## src/rtl/uart_pkg.sv

```systemverilog
// Shared types and helpers for the 8N1 UART: FSM state encodings and bit-period math.
package uart_pkg;

  typedef enum logic [1:0] {
    TX_IDLE,
    TX_START,
    TX_DATA,
    TX_STOP
  } tx_state_t;

  typedef enum logic [2:0] {
    RX_IDLE,
    RX_START,
    RX_DATA,
    RX_STOP,
    RX_BREAK
  } rx_state_t;

  function automatic int unsigned calc_clks_per_bit(input int unsigned clk_freq,
                                                    input int unsigned baud);
    return clk_freq / baud;
  endfunction

endpackage

```

## src/rtl/uart_rx.sv

```systemverilog
// UART receiver: 2-flop synchronizer, glitch-filtered start detect, mid-bit sampling.
module uart_rx
  import uart_pkg::*;
#(
  parameter int unsigned CLKS_PER_BIT = 5208
) (
  input  logic       clk,
  input  logic       reset,
  input  logic       din,
  output logic [7:0] data,
  output logic       done_c
);

  localparam int unsigned CW   = $clog2(CLKS_PER_BIT);
  localparam int unsigned HALF = CLKS_PER_BIT / 2;

  rx_state_t       state, state_nxt;
  logic [CW-1:0]   cnt, cnt_nxt;
  logic [2:0]      bit_idx, bit_idx_nxt;
  logic [7:0]      shift_nxt;
  logic            sync1, sync2;
  logic            bit_end_c, half_end_c;

  assign bit_end_c  = (cnt == CW'(CLKS_PER_BIT - 1));
  assign half_end_c = (cnt == CW'(HALF - 1));

  // State, counters and synchronizer; line idles high.
  always_ff @(posedge clk) begin
    if (reset) begin
      state   <= RX_IDLE;
      cnt     <= '0;
      bit_idx <= '0;
      data    <= 8'h00;
      sync1   <= 1'b1;
      sync2   <= 1'b1;
    end else begin
      state   <= state_nxt;
      cnt     <= cnt_nxt;
      bit_idx <= bit_idx_nxt;
      data    <= shift_nxt;
      sync1   <= din;
      sync2   <= sync1;
    end
  end

  always_comb begin
    state_nxt   = state;
    cnt_nxt     = cnt;
    bit_idx_nxt = bit_idx;
    shift_nxt   = data;
    done_c      = 1'b0;
    case (state)
      RX_IDLE: begin
        if (!sync2) begin
          state_nxt = RX_START;
          cnt_nxt   = '0;
        end
      end
      RX_START: begin
        // A line that is high again at the half-bit point was only a glitch.
        if (half_end_c) begin
          cnt_nxt     = '0;
          bit_idx_nxt = '0;
          state_nxt   = sync2 ? RX_IDLE : RX_DATA;
        end else begin
          cnt_nxt = cnt + CW'(1);
        end
      end
      RX_DATA: begin
        if (bit_end_c) begin
          cnt_nxt   = '0;
          shift_nxt = {sync2, data[7:1]};
          if (bit_idx == 3'd7) begin
            state_nxt = RX_STOP;
          end else begin
            bit_idx_nxt = bit_idx + 3'd1;
          end
        end else begin
          cnt_nxt = cnt + CW'(1);
        end
      end
      RX_STOP: begin
        if (bit_end_c) begin
          cnt_nxt = '0;
          if (sync2) begin
            state_nxt = RX_IDLE;
            done_c    = 1'b1;
          end else begin
            state_nxt = RX_BREAK;
          end
        end else begin
          cnt_nxt = cnt + CW'(1);
        end
      end
      RX_BREAK: begin
        // Framing error: hold off until the line returns to idle.
        if (sync2) state_nxt = RX_IDLE;
      end
      default: state_nxt = RX_IDLE;
    endcase
  end

endmodule

```

## src/rtl/uart.sv

```systemverilog
// Full-duplex 8N1 UART: inline transmitter, uart_rx receiver, rec_valid/rr handshake.
module uart
  import uart_pkg::*;
#(
  parameter int unsigned CLK_FREQ = 50_000_000,
  parameter int unsigned BAUD     = 9600
) (
  input  logic       clk,
  output logic       dout,
  input  logic       reset,
  input  logic       ss,
  input  logic [7:0] data,
  output logic       busy,
  output logic [7:0] rec_data,
  output logic       rec_valid,
  input  logic       din,
  input  logic       rr
);

  localparam int unsigned CLKS_PER_BIT = calc_clks_per_bit(CLK_FREQ, BAUD);
  localparam int unsigned CW           = $clog2(CLKS_PER_BIT);

  tx_state_t     tx_state, tx_state_nxt;
  logic [CW-1:0] tx_cnt, tx_cnt_nxt;
  logic [2:0]    tx_bit, tx_bit_nxt;
  logic [7:0]    tx_shift, tx_shift_nxt;
  logic          dout_nxt, busy_nxt;
  logic          tx_bit_end_c;
  logic [7:0]    rx_data;
  logic          rx_done_c;

  assign tx_bit_end_c = (tx_cnt == CW'(CLKS_PER_BIT - 1));

  always_ff @(posedge clk) begin
    if (reset) begin
      tx_state <= TX_IDLE;
      tx_cnt   <= '0;
      tx_bit   <= '0;
      tx_shift <= 8'h00;
      dout     <= 1'b1;
      busy     <= 1'b0;
    end else begin
      tx_state <= tx_state_nxt;
      tx_cnt   <= tx_cnt_nxt;
      tx_bit   <= tx_bit_nxt;
      tx_shift <= tx_shift_nxt;
      dout     <= dout_nxt;
      busy     <= busy_nxt;
    end
  end

  // dout/busy are computed one cycle ahead so the line changes exactly on bit boundaries.
  always_comb begin
    tx_state_nxt = tx_state;
    tx_cnt_nxt   = tx_cnt;
    tx_bit_nxt   = tx_bit;
    tx_shift_nxt = tx_shift;
    dout_nxt     = dout;
    busy_nxt     = busy;
    case (tx_state)
      TX_IDLE: begin
        dout_nxt = 1'b1;
        busy_nxt = 1'b0;
        if (ss) begin
          tx_state_nxt = TX_START;
          tx_cnt_nxt   = '0;
          tx_shift_nxt = data;
          dout_nxt     = 1'b0;
          busy_nxt     = 1'b1;
        end
      end
      TX_START: begin
        if (tx_bit_end_c) begin
          tx_state_nxt = TX_DATA;
          tx_cnt_nxt   = '0;
          tx_bit_nxt   = '0;
          dout_nxt     = tx_shift[0];
        end else begin
          tx_cnt_nxt = tx_cnt + CW'(1);
        end
      end
      TX_DATA: begin
        if (tx_bit_end_c) begin
          tx_cnt_nxt   = '0;
          tx_shift_nxt = {1'b0, tx_shift[7:1]};
          if (tx_bit == 3'd7) begin
            tx_state_nxt = TX_STOP;
            dout_nxt     = 1'b1;
          end else begin
            tx_bit_nxt = tx_bit + 3'd1;
            dout_nxt   = tx_shift[1];
          end
        end else begin
          tx_cnt_nxt = tx_cnt + CW'(1);
        end
      end
      TX_STOP: begin
        if (tx_bit_end_c) begin
          tx_state_nxt = TX_IDLE;
          tx_cnt_nxt   = '0;
          busy_nxt     = 1'b0;
        end else begin
          tx_cnt_nxt = tx_cnt + CW'(1);
        end
      end
      default: tx_state_nxt = TX_IDLE;
    endcase
  end

  uart_rx #(
    .CLKS_PER_BIT(CLKS_PER_BIT)
  ) u_rx (
    .clk   (clk),
    .reset (reset),
    .din   (din),
    .data  (rx_data),
    .done_c(rx_done_c)
  );

  // A completing byte beats a simultaneous read and overwrites any unread byte.
  always_ff @(posedge clk) begin
    if (reset) begin
      rec_data  <= 8'h00;
      rec_valid <= 1'b0;
    end else if (rx_done_c) begin
      rec_data  <= rx_data;
      rec_valid <= 1'b1;
    end else if (rr) begin
      rec_valid <= 1'b0;
    end
  end

endmodule

```

## config.mk

```make
export PLATFORM = sky130hd
export DESIGN_NAME = uart
export DESIGN_NICKNAME = d
export VERILOG_FILES = /design/src/rtl/uart_pkg.sv /design/src/rtl/uart_rx.sv /design/src/rtl/uart.sv
export SDC_FILE = /design/constraint.sdc
export NUM_CORES = 1
export LEC_CHECK = 0
export ABC_CLOCK_PERIOD_IN_PS = 2670
export CAP_MARGIN = 10
export CORE_MARGIN = 5
export CORE_UTILIZATION = 52
export CTS_BUF_LIST = sky130_fd_sc_hd__clkbuf_4 sky130_fd_sc_hd__clkbuf_8
export DETAILED_ROUTE_END_ITERATION = 8
export PLACE_DENSITY_LB_ADDON = 0.3
export SLEW_MARGIN = 30
export SYNTH_ARGS = -nofsm -noshare
export SYNTH_HDL_FRONTEND = slang
export SYNTH_SLANG_ARGS = --single-unit
```

## constraint.sdc

```tcl
create_clock -name clk -period 2.67 [get_ports clk]
set_input_delay 0.267 -clock clk [delete_from_list [all_inputs] [get_ports clk]]
set_output_delay 0.267 -clock clk [all_outputs]
set_load 0.01 [all_outputs]
```

* Word level (Yosys, flattened, before mapping)
Cells that the tools add are included.
** Cells by class
- Add/sub/neg operators :: 4
- Equality and inequality tests :: 25
- Muxes and demuxes :: 46
- Reductions and logical operators :: 20
** Operators by type and width (count)
- $mux 13 :: 5
- $mux 3 :: 13
- $pmux 13 s3 :: 1
- $add 13x1->13 const B :: 2
- $eq 13x13->1 const B :: 2
- $pmux 13 s2 :: 1
- $mux 8 :: 2
- $ne 2x2->1 const B :: 8
- $pmux 8 s2 :: 1
- $pmux 3 s5 :: 1
- $eq 13x12->1 const B :: 1
- $mux 2 :: 6
- $pmux 3 s2 :: 2
- $mux 1 :: 11
- $ne 2x1->1 const B :: 5
- $reduce_bool 2->1 :: 5
- $eq 3x3->1 const B :: 3
- $pmux 2 s4 :: 1
- $reduce_and 4->1 :: 2
- $add 3x1->3 const B :: 2
- $eq 3x2->1 const B :: 2
- $reduce_and 2->1 :: 3
- $reduce_and 3->1 :: 2
- $reduce_and 6->1 :: 1
- 11 further kinds :: 13
** Storage, ports and cells
- Register bits :: 66
- Input port bits :: 13
- Output and inout bits :: 11
- Logic and storage cells :: 109

* Depth between registers and ports, before layout
Gate-level depths: netlist (run 1).
- Depth in word-level cells :: 4
- Depth in mapped cells :: 8
- Depth with buffers taken out :: 7

* Cells and area by module
Synthesis (run 1) repeated with hierarchy kept, for this count alone.
** Second synthesis, totals
- Cell total of the unflattened synthesis :: 376
- Area total of the unflattened synthesis :: 3374.5 µm²
** By module, submodules not included
- uart :: times used 1, cells each 209, area each 1886.8 µm², seq. area each 740.7 µm²
- uart_rx :: times used 1, cells each 167, area each 1487.7 µm², seq. area each 580.6 µm²

* Least setup slack after synthesis (run 1)
OpenSTA, ideal clock, no wires.
- Kind :: flip-flop to flip-flop
- From :: register u_rx.cnt[4]
- To :: register u_rx.bit_idx[0]
- Library setup time :: 0.072 ns
- Data arrival time :: 2.149 ns
- Data required time :: 2.598 ns
- Slack :: 0.449 ns
- Stages on the path, launching flop included :: 7
- Path buffers :: 1
- Period minus slack after synthesis :: 2.221 ns
- Cell sequence :: dfxtp_1 buf_4 or4b_4 nor4_4 or4b_1 a211oi_2 mux2i_1
** On the way
- Word-level cells in the longest chain between the ends :: 3
- Elaborated cells on any way between the ends :: 5
- Those cells by class :: eq/ne: 4; reduce/logical: 1
** RTL lines
- from (decl) :: RTL line uart_rx.sv:18 : logic [CW-1:0] cnt, cnt_nxt;
- from (signal assigned) :: RTL line uart_rx.sv:38 : cnt <= cnt_nxt;
- $eq 13x13->1 / $eq 13x12->1 (equally long branches) :: RTL line uart_rx.sv:24, uart_rx.sv:25
- $ne 2x1->1 (no source line)
- $reduce_and 4->1 (no source line) (*)
- to (signal assigned) :: RTL line uart_rx.sv:39 : bit_idx <= bit_idx_nxt;
- to (decl) :: RTL line uart_rx.sv:19 : logic [2:0] bit_idx, bit_idx_nxt;
Every way passes the cells marked *; elsewhere a longest branch is shown, timed or not.
A chain may end at the register's enable or synchronous reset.

* Final worst setup path (run 1)
- From :: register u_rx.cnt[4]
- To :: register u_rx.bit_idx[1]
The elaborated chain is that of the path after synthesis.

==> results of run 1 <==
Yosys cell counts (all sizes together), types with 2 or more instances:
cell     n  area share
dfxtp   66        0.41
nor2    49       0.057
nand2   41       0.048
mux2i   30       0.093
clkbuf  21       0.024
a21oi   15       0.023
ha      12       0.047
o21ai   12       0.019
a31oi   11       0.021
a211oi  10       0.025
a311oi  10       0.027
nand3    9       0.014
inv      8      0.0093
and3     7       0.014
nand2b   7       0.014
nand4    6       0.012
nor3     6      0.0093
a22oi    4      0.0093
a41oi    4       0.011
nand3b   4      0.0093
a32oi    3      0.0082
nor4bb   3      0.0093
and4     2      0.0054
nor2b    2      0.0039
nor4     2      0.0086
nor4b    2      0.0054
o22ai    2      0.0039
o41ai    2      0.0054
or2      2      0.0039
or3      2      0.0039
or4b     2      0.0074
final cells by class:
class                      count  area (µm²)  area share
multi-input combinational    274        1790       0.480
sequential                    66        1320       0.355
timing repair buffer          29         270      0.0726
clock buffer                  11         145      0.0390
tap                           75        93.8      0.0252
clock inverter                 5        77.6      0.0208
inverter                       8        30.0     0.00806
registers in the layout, indices dropped and copies added, names as in the netlist:
| name | count |
|---|---|
| tx_cnt | 13 |
| u_rx.sync2 | 1 |
| tx_bit | 3 |
| dout | 1 |
| u_rx.state | 3 |
| rec_valid | 1 |
| rec_data | 8 |
| u_rx.bit_idx | 3 |
| tx_shift | 8 |
| u_rx.data | 8 |
| u_rx.cnt | 13 |
| u_rx.sync1 | 1 |
| busy | 1 |
| tx_state | 2 |
power by group through the flow:
stage / registers, W / logic, W / clock network (W)
after detailed placement: 0.00118 / 0.000708 / 0
after CTS: 0.00116 / 0.000710 / 0.000951
after global routing: 0.00117 / 0.000823 / 0.000999
after floorplan: 0.00116 / 0.000554 / 0
final: 0.00116 / 0.000718 / 0.000936
after global placement: 0.00117 / 0.000689 / 0
routing by layer:
| layer | GRT usage | part of all wire | routed length, µm | vias up |
|---|---|---|---|---|
| met2 | 0.277 | 0.46 | 3060 | 60 |
| met4 | 0.0975 | 0.020 | 134 | 0 |
| met1 | 0.224 | 0.47 | 3130 | 1299 |
| li1 | - | - | - | 1403 |
| met5 | 0 | 0 | 0 | - |
| met3 | 0.0568 | 0.045 | 295 | 13 |
stage by stage:
step	hold slack (ns)	worst slack [ns]	power (W)
4_1_cts	0.269	0.230	0.00282
3_3_place_gp	0.392	0.293	0.00186
2_1_floorplan	0.371	0.449	0.00172
6_report	0.285	0.225	0.00281
3_5_place_dp	0.411	0.254	0.00188
5_1_grt	0.299	0.122	0.00299
worst paths after layout:
kind                                                endpoint  slack [ns]
worst max-delay path            u_rx.bit_idx[1]$_SDFFE_PP0P_        0.23
worst min-delay path                u_rx.cnt[8]$_SDFFE_PP0P_        0.28
worst max register to register  u_rx.bit_idx[1]$_SDFFE_PP0P_        0.23
worst min register to register         u_rx.sync2$_SDFF_PP1_        0.43
logic make-up (layout without fill, tap and decap cells):
family / Yosys count / in the layout
AND/OR/NAND/NOR: 150 / 150
AO/OA/AOI/OAI: 82 / 82
flip-flops: 66 / 66
multiplexers: 30 / 30
buffers and inverters: 30 / 53
adder cells (fa/ha/maj): 12 / 12
tightest hold or removal path, stage by stage:
cell and delay, ns:
buf_2 0.09, a211oi_1 0.10, nand2_1 0.08, o41ai_1 0.06
==> reports/metrics.yaml, run 1 <==
routing:
  wl_um: 6620
  routedWlPerCell_um: 14.1
  firstDrtPassIters: 4
  via_count: 2775
  drt_iter0_markers: 209
  drc: 0
  ant_nets: 0
  vias_per_cell: 5.93
logic_synthesis:
  syn-num-nets: 395
  synth_top_family_by_area: "simple AND/OR/NAND/NOR gates"
  synth-edff-count: 0
  synthXorXnorAreaFrac: 0
  synth_cells: 370
  postSynthAreaPerCell_um2: 8.70
  synth_ff_type: "dfxtp_1"
  synthDistinctLibCells: 48
  synth-seq-area-share: 0.411
  synthMuxAreaShare: 0.0933
  synth-compound-area-share: 0.177
  synthSimpleGateAreaFrac: 0.236
  yosysWarningCount: 0
  synth_fa_ha_area_frac: 0.0467
  synth.ff_latch_count: 66
  syn_area_mm2: 0.00322
  async_reset_ff_frac: 0
critical_path:
  worstPathMaxFanout: 9
  crit_slowest_cell: "or4b_4"
  start_kind: "register"
  critical_path_class: "reg -> reg"
  crit_buf_inv: 0
  crit_path_end_kind: "register"
  crit_path_max_incr_delay_ns: 0.52
  reg2reg_depth: 5
  crit_cells: 5
  regToRegStartpoint: "u_rx.cnt[4]$_SDFFE_PP0P_"
  crit_family: "simple AND/OR/NAND/NOR gates"
  path_cells: "or4b_4 -> nor4_4 -> or4b_1 -> a211oi_2 -> mux2i_1"
  critical_path_arrival_ns: 2.72
  critPathLaunch: "u_rx.cnt[4]$_SDFFE_PP0P_"
  cp.required_ns: 2.94
finish:
  area_delta_synth_final_pct: 15.7
  final_area_mm2: 0.00372
  layout_common_cells: "dfxtp_1, nor2_1, nand2_1"
  antenna_cells: 0
  utilization: 0.625
  final_common_cell: "dfxtp_1"
  fillCellCount: 490
  finish.net_count: 413
  drive_gt1_frac: 0.0789
  final_cells: 468
place:
  place_inst: 452
  gp_congestion: 0.811
  dpl-instance-area_mm2: 0.00350
  dp_hpwl_um: 4550
  port_buffers: 23
die:
  io_pins: 24
  start_util: 0.540
  num_rows: 28
  die_h_um: 88.7
  dieArea_mm2: 0.00786
  die_w_um: 88.7
  coreArea_mm2: 0.00596
clock_tree:
  insertion_delay_ns: 0.34
  clk_pin_slew_worst_paths_ns: 0.07
  hold_buffers: 0
  clk_path_buf_depth: 2
  cts_tree: "yes"
  cts.repair.resized: 0
  post_cts_buffers: 0
  htree_num_levels: 3
  cts.sinks: 66
  root_buffer: "clkbuf_8"
  cts_buffers: 9
run_status:
  status: "complete, no violations"
global_routing:
  antenna_found_initial: 0
  grt_pass1_wl_um: 11200
  grt_max_degree: 57
  grt.overflow.total: 0
  first_global_vias: 2562
  track_usage: 0.180
pwr:
  cell_internal_pwr_w: 0.00193
  comb_power_share: 0.255
  switchingPower_w: 0.000885
  p_per_area_mw_per_mm2: 755
  power_frac_clock: 0.333
  switching_share: 0.315
  p_leak_nw: 1.44
  pwr-share-seq: 0.412
  vdd_drop_max_mv: 0.648
sta:
  post-route-min-period_ns: 2.44
  grt_setup_unrepaired: "false"
  max_freq_ghz: 0.409
  setup_viol: 0
  tns_ns: 0
  worst_pin_slew_ns: 0.732
  clock_skew_ns: 0.00755
  slew_headroom: 0.509
  slew_viol_final: 0
  final_hold_viol_count: 0
  post-route-period-util: 0.916
min_path:
  holdPathStages: 4
  hold_path.class: "in -> reg"
  hold_path_startpoint: "reset"
run:
  drv_cap: 0
Power figures use the tool's default switching activity.
==> inputs of run 2 (changes only) <==
- ABC_CLOCK_PERIOD_IN_PS: 2670 -> 2150
- clock period: 2.67 -> 2.15 ns (I/O delays scaled with it)
==> reports/metrics.yaml, run 2 (synthesis gave the netlist of run 1 again) <==
critical_path:
  worstPathMaxFanout: 3
  crit_path_max_incr_delay_ns: 0.55
  crit_path_end_kind: "register"
  critical_path_class: "reg -> reg"
  critical_path_arrival_ns: 2.46
  crit_family: "simple AND/OR/NAND/NOR gates"
  cp_common_cell: "or4b_4"
  cp.required_ns: 2.42
  crit_slowest_cell: "or4b_4"
  start_kind: "register"
  crit_buf_inv: 0
  path_cells: "or4b_4 -> nor4_4 -> or4b_4 -> a211oi_4 -> mux2i_1"
min_path:
  hold_path.class: "in -> reg"
clock_tree:
  root_buffer: "clkbuf_8"
  cts.sinks: 66
  clk_pin_slew_worst_paths_ns: 0.07
  insertion_delay_ns: 0.34
  clk_path_buf_depth: 2
  hold_buffers: 0
  cts_tree: "yes"
  htree_num_levels: 3
  cts_buffers: 9
routing:
  firstDrtPassIters: 4
  drc: 0
  ant_nets: 0
  via_count: 2885
  drt_iter0_markers: 179
  vias_per_cell: 5.79
  wl_um: 7070
  routedWlPerCell_um: 14.2
global_routing:
  grt_max_degree: 34
  first_global_vias: 2730
  grt.overflow.total: 0
  antenna_found_initial: 0
  grt_pass1_wl_um: 12400
  track_usage: 0.198
sta:
  grt_setup_unrepaired: "true"
  slew_headroom: 0.656
  max_freq_ghz: 0.457
  post-route-period-util: 1.02
  final_hold_viol_count: 0
  setup_slack_ns: -0.0389
  clock_skew_ns: 0.00900
  slew_viol_final: 0
  post-route-min-period_ns: 2.19
  setup_viol: 3
  worst_pin_slew_ns: 0.516
finish:
  antenna_cells: 0
  multi_input_area_mm2: 0.00180
  finish.net_count: 444
  layout.area.seq_mm2: 0.00132
  layout_common_cells: "dfxtp_1, nor2_1, nand2_1"
  drive_gt1_frac: 0.147
  final_common_cell: "dfxtp_1"
  area_delta_synth_final_pct: 23.1
  final_cells: 498
  top_regs: "tx_cnt x13, u_rx.cnt x13"
  fillCellCount: 482
run:
  drv_cap: 0
die:
  die_h_um: 88.7
  dieArea_mm2: 0.00786
  io_pins: 24
  num_rows: 28
  start_util: 0.540
  coreArea_mm2: 0.00596
  die_w_um: 88.7
place:
  gp_congestion: 0.881
  dp_hpwl_um: 4880
  place_inst: 482
  port_buffers: 23
  post-place-ws_ns: -0.0324
pwr:
  vdd_drop_max_mv: 0.731
  p_leak_nw: 1.60
  p_per_area_mw_per_mm2: 903
run_status:
  status: "finished with violations"
  violations: "negative setup slack"
## run 2: cell types whose count changed in the layout (fill, tap and decap cells not counted), sizes merged
cell	delta
clkinvlp	-1
bufinv	-1
buf	+31
clkinv	-1
clkbuf	+2
## run 2: metrics by stage
stage	total power [W]	cell area, µm²	utilization	hold slack, ns	setup TNS, ns
2_1_floorplan	0.00213	3230	-	0.319	-0.0504
3_3_place_gp	0.00243	3730	0.627	0.391	-0.0164
3_5_place_dp	0.00246	3730	0.627	0.428	-0.0427
4_1_cts	0.00357	3950	0.664	0.176	-0.106
5_1_grt	0.00382	3960	0.665	0.205	-0.523
6_report	0.00357	3960	0.665	0.185	-0.0460
## run 2: path summary, 6_finish.rpt
path | start | to | slack [ns] | cells past startpoint
setup / recovery | u_rx.cnt[5]$_SDFFE_PP0P_ | u_rx.bit_idx[0]$_SDFFE_PP0P_ | -0.04 | 5
hold / removal | reset | u_rx.state[1]$_SDFFE_PP0P_ | 0.18 | 3
setup reg to reg | u_rx.cnt[5]$_SDFFE_PP0P_ | u_rx.bit_idx[0]$_SDFFE_PP0P_ | -0.04 | 5
hold reg to reg | u_rx.sync1$_SDFF_PP1_ | u_rx.sync2$_SDFF_PP1_ | 0.43 | 1
## run 2: report_power, final
part	leakage [nW]	switching (W)	internal, W	total, W
registers	0.536	0.0000714	0.00135	0.00142
clock network	0.109	0.000450	0.000636	0.00109
logic	0.955	0.000616	0.000457	0.00107
total	1.60	0.00114	0.00244	0.00357
## run 2: per-layer routing
| layer | part of all wire | vias to the layer above | wire [µm] | global-route usage |
|---|---|---|---|---|
| li1 | - | 1452 | - | - |
| met4 | 0.013 | 0 | 91 | 0.0687 |
| met1 | 0.47 | 1358 | 3340 | 0.252 |
| met2 | 0.47 | 65 | 3300 | 0.320 |
| met3 | 0.047 | 10 | 335 | 0.0559 |
| met5 | 0 | - | 0 | 0 |
## run 2: worst min-delay path, cell delays in order
cell and delay, ns:
buf_2 0.11, or3_1 0.12, nor2_1 0.04
## run 2: what timing repair did
item / in CTS / in global routing
gates resized for setup: 1 / 1
pin swaps: 0 / 0
setup buffers: 1 / 0
endpoints found under the setup margin: 11 / 15
## run 2: area by class of cell
cell class,count,share of cell area
Multi-Input combinational cell,274,0.455
Sequential cell,66,0.334
Timing Repair Buffer,60,0.127
Clock buffer,13,0.0436
Tap cell,75,0.0237
Clock inverter,2,0.00885
Inverter,8,0.00758
==> inputs of run 3 (changes only) <==
- CELL_PAD_IN_SITES_DETAIL_PLACEMENT: unset -> 1
- CELL_PAD_IN_SITES_GLOBAL_PLACEMENT: unset -> 1
- CORE_UTILIZATION: 52 -> 42
==> reports/metrics.yaml, run 3 (synthesis gave the netlist of run 1 again) <==
run_status:
  status: "finished with violations"
  violations: "negative setup slack"
finish:
  final_cells: 530
  top_regs: "tx_cnt x13, u_rx.cnt x13"
  finish.net_count: 448
  drive_gt1_frac: 0.161
  antenna_cells: 0
  layout_common_cells: "dfxtp_1, nor2_1, nand2_1"
  final_common_cell: "dfxtp_1"
  area_delta_synth_final_pct: 26.0
  utilization: 0.533
sta:
  setup_viol: 3
  clock_skew_ns: 0.00772
  max_freq_ghz: 0.455
  grt_setup_unrepaired: "true"
  post-route-period-util: 1.02
  slew_headroom: 0.634
  final_hold_viol_count: 0
  post-route-min-period_ns: 2.20
  setup_slack_ns: -0.0460
  slew_viol_final: 0
  worst_pin_slew_ns: 0.541
pwr:
  comb_power_share: 0.312
  p_leak_nw: 1.62
  switching_share: 0.333
  switchingPower_w: 0.00124
  cell_internal_pwr_w: 0.00248
  vdd_drop_max_mv: 0.396
  p_per_area_mw_per_mm2: 918
  pwr-share-seq: 0.380
  power_frac_clock: 0.308
clock_tree:
  clk_path_buf_depth: 2
  clk_pin_slew_worst_paths_ns: 0.08
  cts.sinks: 66
  cts_buffers: 9
  insertion_delay_ns: 0.34
  root_buffer: "clkbuf_8"
  cts_tree: "yes"
  htree_num_levels: 3
die:
  io_pins: 24
  die_h_um: 97.5
  num_rows: 32
  start_util: 0.423
  die_w_um: 97.5
  coreArea_mm2: 0.00761
  dieArea_mm2: 0.00951
critical_path:
  crit_path_max_incr_delay_ns: 0.56
  r2r-end: "u_rx.bit_idx[2]$_SDFFE_PP0P_"
  cp_common_cell: "or4b_4"
  endpoint: "u_rx.bit_idx[2]$_SDFFE_PP0P_"
  critical_path_class: "reg -> reg"
  critical_path_arrival_ns: 2.47
  path_cells: "or4b_4 -> nor4_4 -> or4b_4 -> a211oi_4 -> mux2i_1"
  crit_family: "simple AND/OR/NAND/NOR gates"
  regToRegSetupSlack_ns: -0.05
  cp.required_ns: 2.43
  reg2reg_depth: 5
  crit_cells: 5
  start_kind: "register"
  crit_path_end_kind: "register"
  worstPathMaxFanout: 3
  crit_buf_inv: 0
  regToRegStartpoint: "u_rx.cnt[5]$_SDFFE_PP0P_"
  critPathLaunch: "u_rx.cnt[5]$_SDFFE_PP0P_"
  crit_slowest_cell: "or4b_4"
global_routing:
  grt_max_degree: 41
  grt.met3_usage: 0.0309
  top_usage_layer: "met2"
  first_global_vias: 3058
  track_usage: 0.187
  grt_pass1_wl_um: 14900
  antenna_found_initial: 0
  use_met1: 0.242
  grt_use_met2: 0.310
  grt.overflow.total: 0
place:
  place_inst: 514
  gp_congestion: 0.849
  dp_hpwl_um: 5990
  port_buffers: 23
routing:
  ant_nets: 0
  drc: 0
  via_count: 3011
  vias_per_cell: 5.68
  drt_iter0_markers: 74
  routedWlPerCell_um: 16.2
  wl_um: 8570
  firstDrtPassIters: 4
min_path:
  hold_path.class: "in -> reg"
run:
  drv_cap: 0
run 3: area by class of cell:
type,count,area [µm²]
clock inverters,7,93.8
well taps,102,128
clock buffers,9,124
repair buffers,64,546
inverters,8,30.0
multi-input cells,274,1810
fillers,910,3550
flip-flops and latches,66,1320
run 3: worst register-to-register path, delay by kind of cell (launching register included):
| family | cells | cell delay, ns |
|---|---|---|
| muxes | 1 | 0.22 |
| AOI/OAI and AO/OA | 1 | 0.33 |
| and+or+nand+nor | 3 | 1.24 |
| DFF | 1 | 0.34 |
run 3: through the flow:
stage | instance area [µm²] | hold WS (ns) | TNS [ns] | setup slack, ns | power, W
global route | 4060 | 0.299 | -0.475 | -0.145 | 0.00395
detailed placement | 3820 | 0.407 | -2.08 | -0.212 | 0.00255
floorplan | 3230 | 0.319 | -0.0504 | -0.0168 | 0.00213
finish | 4060 | 0.285 | -0.116 | -0.0460 | 0.00372
CTS | 4040 | 0.282 | -0.144 | -0.0588 | 0.00373
global placement | 3820 | 0.398 | -0.559 | -0.0939 | 0.00249
run 3: worst min-delay path by stage:
stage | end | depth (start not counted) | from
floorplan | u_rx.sync1$_SDFF_PP1_ | 1 | din
global placement | u_rx.sync2$_SDFF_PP1_ | 1 | u_rx.sync1$_SDFF_PP1_
CTS | tx_shift[7]$_SDFFE_PP0P_ | 2 | reset
detailed placement | u_rx.sync2$_SDFF_PP1_ | 1 | u_rx.sync1$_SDFF_PP1_
global route | tx_shift[7]$_SDFFE_PP0P_ | 2 | reset
finish | tx_shift[7]$_SDFFE_PP0P_ | 2 | reset
run 3: metal layers:
metal	vias up	part of all wire	wire length [µm]
met5	-	0	0
met4	0	0.018	151
met3	14	0.029	252
met2	47	0.47	4060
met1	1480	0.48	4110
li1	1470	-	-
run 3: what timing repair did:
item                       CTS  global route
gates resized for setup      3             2
setup endpoints to repair   21            17
buffers inserted             0             0
hold buffers                 0             0
run 3: power by group through the flow:
stage	combinational, W	clock, W	sequential [W]
global route	0.00128	0.00123	0.00143
floorplan	0.000690	0	0.00144
detailed placement	0.00111	0	0.00144
global placement	0.00106	0	0.00143
CTS	0.00114	0.00118	0.00141
finish	0.00116	0.00115	0.00141
